[src/rtl/vga_video_pkg.sv]
// Shared video constants and the frame-writer state type, used by both the
// write side and the VGA read side.
package vga_video_pkg;

   localparam int H_DOTS   = 320;
   localparam int V_DOTS   = 240;
   localparam int FB_WORDS = 76800;
   localparam int ADDR_W   = 17;
   localparam int COLOUR_W = 8;
   localparam int X_W      = 9;
   localparam int Y_W      = 8;

   typedef enum logic [1:0] {
      IDLE,
      STORE,
      CLEAR
   } fw_state_t;

endpackage

[src/rtl/vga_frame_writer_if.sv]
// Vector store request bus from the vector processor into the frame writer.
interface vga_frame_writer_if #(
   parameter int LANES = 4
) ();
   import vga_video_pkg::*;

   logic                      st_valid;
   logic                      st_ready;
   logic [X_W-1:0]            st_x;
   logic [Y_W-1:0]            st_y;
   logic [COLOUR_W*LANES-1:0] st_data;
   logic [LANES-1:0]          st_mask;

   modport master (
      output st_valid,
      output st_x,
      output st_y,
      output st_data,
      output st_mask,
      input  st_ready
   );

   modport slave (
      input  st_valid,
      input  st_x,
      input  st_y,
      input  st_data,
      input  st_mask,
      output st_ready
   );

endinterface

[src/rtl/vga_dot_address.sv]
// Row-major dot address for a 320-wide frame buffer: y*320 + x as two shifts
// and adds, so no multiplier is needed on either the read or the write side.
module vga_dot_address
   import vga_video_pkg::*;
(
   input  logic [X_W-1:0]    x,
   input  logic [Y_W-1:0]    y,
   output logic [ADDR_W-1:0] address
);

   assign address = {1'b0, y, 8'b0} + {3'b0, y, 6'b0} + {8'b0, x};

endmodule

[src/rtl/vga_frame_writer.sv]
// Serialises vector pixel stores and full-screen clears into the single write
// port of the dual-port video memory, one registered write per clock.
module vga_frame_writer
   import vga_video_pkg::*;
#(
   parameter int LANES = 4
) (
   input  logic                vga_clock,
   input  logic                reset,
   vga_frame_writer_if.slave   st,
   input  logic                clear_req,
   input  logic [COLOUR_W-1:0] clear_colour,
   output logic                wr_en,
   output logic [ADDR_W-1:0]   wr_address,
   output logic [COLOUR_W-1:0] wr_data,
   output logic                busy,
   output logic                clear_done,
   output logic                st_error
);

   localparam int CNT_W = $clog2(LANES + 1);

   fw_state_t                 state;
   logic [ADDR_W-1:0]         base_address;
   logic [ADDR_W-1:0]         cur_address;
   logic [ADDR_W-1:0]         clear_address;
   logic [X_W:0]              cur_x;
   logic [COLOUR_W*LANES-1:0] data_reg;
   logic [LANES-1:0]          mask_reg;
   logic [CNT_W-1:0]          lanes_left;
   logic [COLOUR_W-1:0]       colour_reg;
   logic                      in_range;
   logic                      accept;

   vga_dot_address u_dot_address (
      .x       (st.st_x),
      .y       (st.st_y),
      .address (base_address)
   );

   assign st.st_ready = (state == IDLE) && !clear_req;
   assign accept      = st.st_valid && st.st_ready;
   assign in_range    = (st.st_x < X_W'(H_DOTS)) && (st.st_y < Y_W'(V_DOTS));
   assign busy        = (state != IDLE);

   // The first write of a store or clear is launched on the accepting edge, so
   // data and mask are kept pre-shifted and lane 0 of the registers is always next.
   always_ff @(posedge vga_clock) begin
      if (reset) begin
         state         <= IDLE;
         wr_en         <= 1'b0;
         wr_address    <= '0;
         wr_data       <= '0;
         clear_done    <= 1'b0;
         st_error      <= 1'b0;
         cur_address   <= '0;
         clear_address <= '0;
         cur_x         <= '0;
         data_reg      <= '0;
         mask_reg      <= '0;
         lanes_left    <= '0;
         colour_reg    <= '0;
      end else begin
         wr_en      <= 1'b0;
         clear_done <= 1'b0;
         st_error   <= 1'b0;
         case (state)
            IDLE: begin
               if (clear_req) begin
                  colour_reg    <= clear_colour;
                  wr_en         <= 1'b1;
                  wr_address    <= '0;
                  wr_data       <= clear_colour;
                  clear_address <= ADDR_W'(1);
                  state         <= CLEAR;
               end else if (accept) begin
                  if (in_range) begin
                     wr_en       <= st.st_mask[0];
                     wr_address  <= base_address;
                     wr_data     <= st.st_data[COLOUR_W-1:0];
                     data_reg    <= st.st_data >> COLOUR_W;
                     mask_reg    <= st.st_mask >> 1;
                     cur_address <= base_address + ADDR_W'(1);
                     cur_x       <= {1'b0, st.st_x} + (X_W+1)'(1);
                     lanes_left  <= CNT_W'(LANES - 1);
                     state       <= STORE;
                  end else begin
                     st_error <= 1'b1;
                  end
               end
            end
            STORE: begin
               // Lanes past the right edge are clipped, never wrapped onto the next row.
               if (lanes_left == '0) begin
                  state <= IDLE;
               end else begin
                  wr_en       <= mask_reg[0] && (cur_x < (X_W+1)'(H_DOTS));
                  wr_address  <= cur_address;
                  wr_data     <= data_reg[COLOUR_W-1:0];
                  data_reg    <= data_reg >> COLOUR_W;
                  mask_reg    <= mask_reg >> 1;
                  cur_address <= cur_address + ADDR_W'(1);
                  cur_x       <= cur_x + (X_W+1)'(1);
                  lanes_left  <= lanes_left - CNT_W'(1);
               end
            end
            CLEAR: begin
               if (clear_address == ADDR_W'(FB_WORDS)) begin
                  clear_done <= 1'b1;
                  state      <= IDLE;
               end else begin
                  wr_en         <= 1'b1;
                  wr_address    <= clear_address;
                  wr_data       <= colour_reg;
                  clear_address <= clear_address + ADDR_W'(1);
               end
            end
            default: state <= IDLE;
         endcase
      end
   end

endmodule

[src/flat_wrapper.sv]
// flat-port wrapper written by rule: the top's interface ports become plain ports
module vga_frame_writer_flat import vga_video_pkg::*;
#(
   parameter int LANES = 4
)
  (vga_clock, reset, clear_req, clear_colour, wr_en, wr_address, wr_data, busy, clear_done, st_error, st_st_valid, st_st_x, st_st_y, st_st_data, st_st_mask, st_st_ready);
  vga_frame_writer_if #(.LANES(LANES)) st_i ();
  input  logic vga_clock;
  input  logic reset;
  input  logic clear_req;
  input  logic [COLOUR_W-1:0] clear_colour;
  output logic wr_en;
  output logic [ADDR_W-1:0] wr_address;
  output logic [COLOUR_W-1:0] wr_data;
  output logic busy;
  output logic clear_done;
  output logic st_error;
  input wire logic [$bits(st_i.st_valid)-1:0] st_st_valid;
  input wire logic [$bits(st_i.st_x)-1:0] st_st_x;
  input wire logic [$bits(st_i.st_y)-1:0] st_st_y;
  input wire logic [$bits(st_i.st_data)-1:0] st_st_data;
  input wire logic [$bits(st_i.st_mask)-1:0] st_st_mask;
  output wire logic [$bits(st_i.st_ready)-1:0] st_st_ready;
  assign st_i.st_valid = st_st_valid;
  assign st_i.st_x = st_st_x;
  assign st_i.st_y = st_st_y;
  assign st_i.st_data = st_st_data;
  assign st_i.st_mask = st_st_mask;
  assign st_st_ready = st_i.st_ready;
  vga_frame_writer #(.LANES(LANES)) u_core (.vga_clock(vga_clock), .reset(reset), .st(st_i), .clear_req(clear_req), .clear_colour(clear_colour), .wr_en(wr_en), .wr_address(wr_address), .wr_data(wr_data), .busy(busy), .clear_done(clear_done), .st_error(st_error));
endmodule
[config.mk]
export PLATFORM = sky130hd
export DESIGN_NAME = vga_frame_writer_flat
export DESIGN_NICKNAME = d
export VERILOG_FILES = /design/src/rtl/vga_video_pkg.sv /design/src/rtl/vga_frame_writer_if.sv /design/src/rtl/vga_dot_address.sv /design/src/rtl/vga_frame_writer.sv /design/src/flat_wrapper.sv
export SDC_FILE = /design/constraint.sdc
export NUM_CORES = 1
export LEC_CHECK = 0
export CAP_MARGIN = 0
export CORE_MARGIN = 1
export CORE_UTILIZATION = 36
export CTS_CLUSTER_SIZE = 30
export DETAILED_ROUTE_END_ITERATION = 8
export HOLD_SLACK_MARGIN = 0.1
export PLACE_DENSITY = 0.68
export RECOVER_POWER = 50
export REMOVE_ABC_BUFFERS = 1
export SLEW_MARGIN = 5
export SYNTH_ARGS = -nofsm -noshare
export SYNTH_HDL_FRONTEND = slang
export SYNTH_SLANG_ARGS = --single-unit
export TNS_END_PERCENT = 5
[constraint.sdc]
create_clock -name vga_clock -period 7.5 [get_ports vga_clock]
set_input_delay 0.75 -clock vga_clock [delete_from_list [all_inputs] [get_ports vga_clock]]
set_output_delay 0.75 -clock vga_clock [all_outputs]
set_load 0.05 [all_outputs]
==> results.toml <==
[cells_and_area]
n_antenna_cell = 0
layout.nets = 969
area_growth_syn_to_layout_pct = 19.80
largest_register_ffs = 24
final_util_pct = 44.19
multi_input_area_um2 = 4041
layout.area.seq_um2 = 2242
drive_gt1_share_pct = 5.675
num-fill-cells = 1820

[clock_network]
cts_root_buffer = "clkbuf_16"
cts_max_path_buffers = 2
insertion_delay_ns = 0.36
cts.repair.resized = 0
cts_setup_buffers = 0
clock-sinks = 112
cts_tree = "yes"
cts-buffers-inserted = 9
clk_pin_slew_ns = 0.08
cts_hold_buf = 0
htree_levels = 3

[pwr]
ir_drop_mv = 0.1302
finalPower_mw = 1.713
power.leakage_nw = 2.932
power_density_nw_per_um2 = 215.1

[sta]
slew_headroom_pct = 15.88
fin_skew_ns = 0.008839
finalHoldViolCount = 0
period_needed_ns = 4.585
finalSetupTns_ns = 0
setup_viol = 0
finalMaxSlewViolations = 0
clock.fmax_mhz = 218.1
period_share_pct = 61.13
fin_ws_ns = 2.915
worst_pin_slew_ns = 1.262
rsz0062_at_grt = "false"

[detailed_routing]
num_vias = 6116
antenna_left = 0
dr.pass1.iters = 5
wl_um = 17520
drt_iter0_drc = 484
wl_per_cell_um = 15.78
drc = 0
vias_per_cell = 5.510

[run]
max_cap_violations = 0

[floorplan]
dieArea_um2 = 19020
die_h_um = 137.9
die_width_um = 137.9
fp.coreArea_um2 = 18020
row_count = 49
initial_core_util_pct = 36.89
pin_count = 95

[worst_setup_path]
critPathMaxStageDelay_ns = 0.99
critPathKind = "flop to flop"
crit_path_frequent_cell = "buf_4"
startpoint_type = "flop"
critPathCaptureType = "flop"
path_cells = "inv_1, ha_1, buf_4, nor2b_1, a41oi_1, nor2_4, buf_4, o21ai_0, a221oi_1, nor2_1"
critPathMaxFanout = 77
critPathBufInv = 3
reg2reg_slack_ns = 2.92
cp_data_required_time_ns = 7.72
critPathTopFamily = "buffers and inverters"
crit_arrival_ns = 4.81
cp_slowest_cell = "ha_1"

[yosys]
ys_warn_count = 0
synth_edf_count = 0
synthCells = 819
yosysSeqAreaShare_pct = 33.72
synth_area_um2 = 6649
ys_async_sr_fraction_pct = 0
ys_ff_latch = 112
synthFlopType = "dfxtp_1"
synth_cell_type_count = 75
syn_avg_cell_area_um2 = 8.118

[global_route]
grt_pass1_wl_um = 28000
grt_overflow = 0
grt_usage_pct = 18.90
grt_antenna_before_repair = 0
grt_max_degree = 81
grt_pass1_vias = 5548

[placement]
pre_cts_slack_ns = 3.479
place_congestion = 0.8591
numPortBuffers = 94
dp.final_hpwl_um = 12150

[hold_path]
hold_path_class = "flop to flop"

[run_status]
status = "finished, final reports clean"
## power by group
| group | switching (mW) | internal [mW] |
|---|---|---|
| clock | 0.226 | 0.292 |
| combinational | 0.328 | 0.190 |
| sequential | 0.0313 | 0.645 |
| total | 0.586 | 1.13 |
## logic make-up (layout without fill, tap and decap cells)
| family | after synthesis | in the layout | synth area share (%) |
|---|---|---|---|
| xor+xnor | 20 | 20 | 2.635 |
| buf+inv | 79 | 141 | 5.626 |
| flops | 112 | 112 | 33.72 |
| fa+ha+maj | 27 | 27 | 5.307 |
| simple gates | 299 | 299 | 21.68 |
| mux | 38 | 38 | 5.777 |
| compound gates | 244 | 244 | 25.25 |
## path summary, 6_finish.rpt
| kind | from | cells after the start | endpoint |
|---|---|---|---|
| setup / recovery | u_core.state[1] | 10 | u_core.cur_x[2] |
| hold / removal | u_core.data_reg[19] | 2 | u_core.data_reg[19] |
| setup reg to reg | u_core.state[1] | 10 | u_core.cur_x[2] |
| hold reg to reg | u_core.data_reg[19] | 2 | u_core.data_reg[19] |
## metrics by stage
step | cell area [um2] | hold WS (ns) | std cells
floorplan | 6365 | 0.4255 | 764
finish | 7965 | 0.4519 | 1110
CTS | 7986 | 0.4544 | 1110
global route | 7965 | 0.4679 | 1110
global placement | 7676 | 0.4392 | 1095
detailed placement | 7676 | 0.4442 | 1095
## worst min-delay path, delay by kind of cell, from the launching register on
kind / cells / cell delay (ns)
AOI/OAI and AO/OA: 1 / 0.05
DFF: 1 / 0.31
and+or+nand+nor: 1 / 0.05
## cell type report
type / count / area share (%)
Multi-Input combinational cell: 628 / 50.74
Tap cell: 229 / 3.597
Inverter: 24 / 1.131
Clock inverter: 5 / 1.021
Clock buffer: 10 / 2.875
Timing Repair Buffer: 102 / 12.49
Sequential cell: 112 / 28.15
## routing by layer
metal / GRT usage [%] / up-vias / wire length [um]
met4: 4.408 / 0 / 172
li1: - / 3085 / -
met5: 0 / - / 0
met3: 3.692 / 12 / 921
met1: 25.95 / 2866 / 8429
met2: 30.33 / 153 / 7995
## cells in the final DEF, fill, tap and decap left out, types with 4 or more instances in the layout
cell type and count:
and3_1 7, clkdlybuf4s50_1 63, nor3_1 4, a22oi_1 27, buf_4 8, a211oi_1 49
inv_1 24, dlygate4sd3_1 30, nand3b_1 5, nand4_1 7, or3_1 8, mux2i_1 35
nand2_1 105, xor2_1 14, nor2_1 89, a21oi_1 70, o21ai_0 39, a22o_1 11
a31oi_1 5, nor2b_1 12, o211ai_1 5, clkbuf_16 9, xnor2_1 6, nand3_1 25
dfxtp_1 112, and2_1 4, ha_1 25, or2_2 4
## cell usage after synthesis (8+ instances only)
cell | instances | area (um2)
a211oi_1 | 49 | 367.9
a21oi_1 | 70 | 350.3
a22o_1 | 11 | 96.34
a22oi_1 | 27 | 202.7
buf_2 | 9 | 45.04
clkbuf_1 | 34 | 127.6
dfxtp_1 | 112 | 2242
ha_1 | 25 | 312.8
inv_1 | 23 | 86.33
mux2i_1 | 35 | 350.3
nand2_1 | 105 | 394.1
nand3_1 | 25 | 125.1
nor2_1 | 90 | 337.8
nor2b_1 | 12 | 75.07
o21ai_0 | 39 | 195.2
or3_1 | 8 | 50.05
xor2_1 | 14 | 122.6
(Power assumes the default switching activity.)
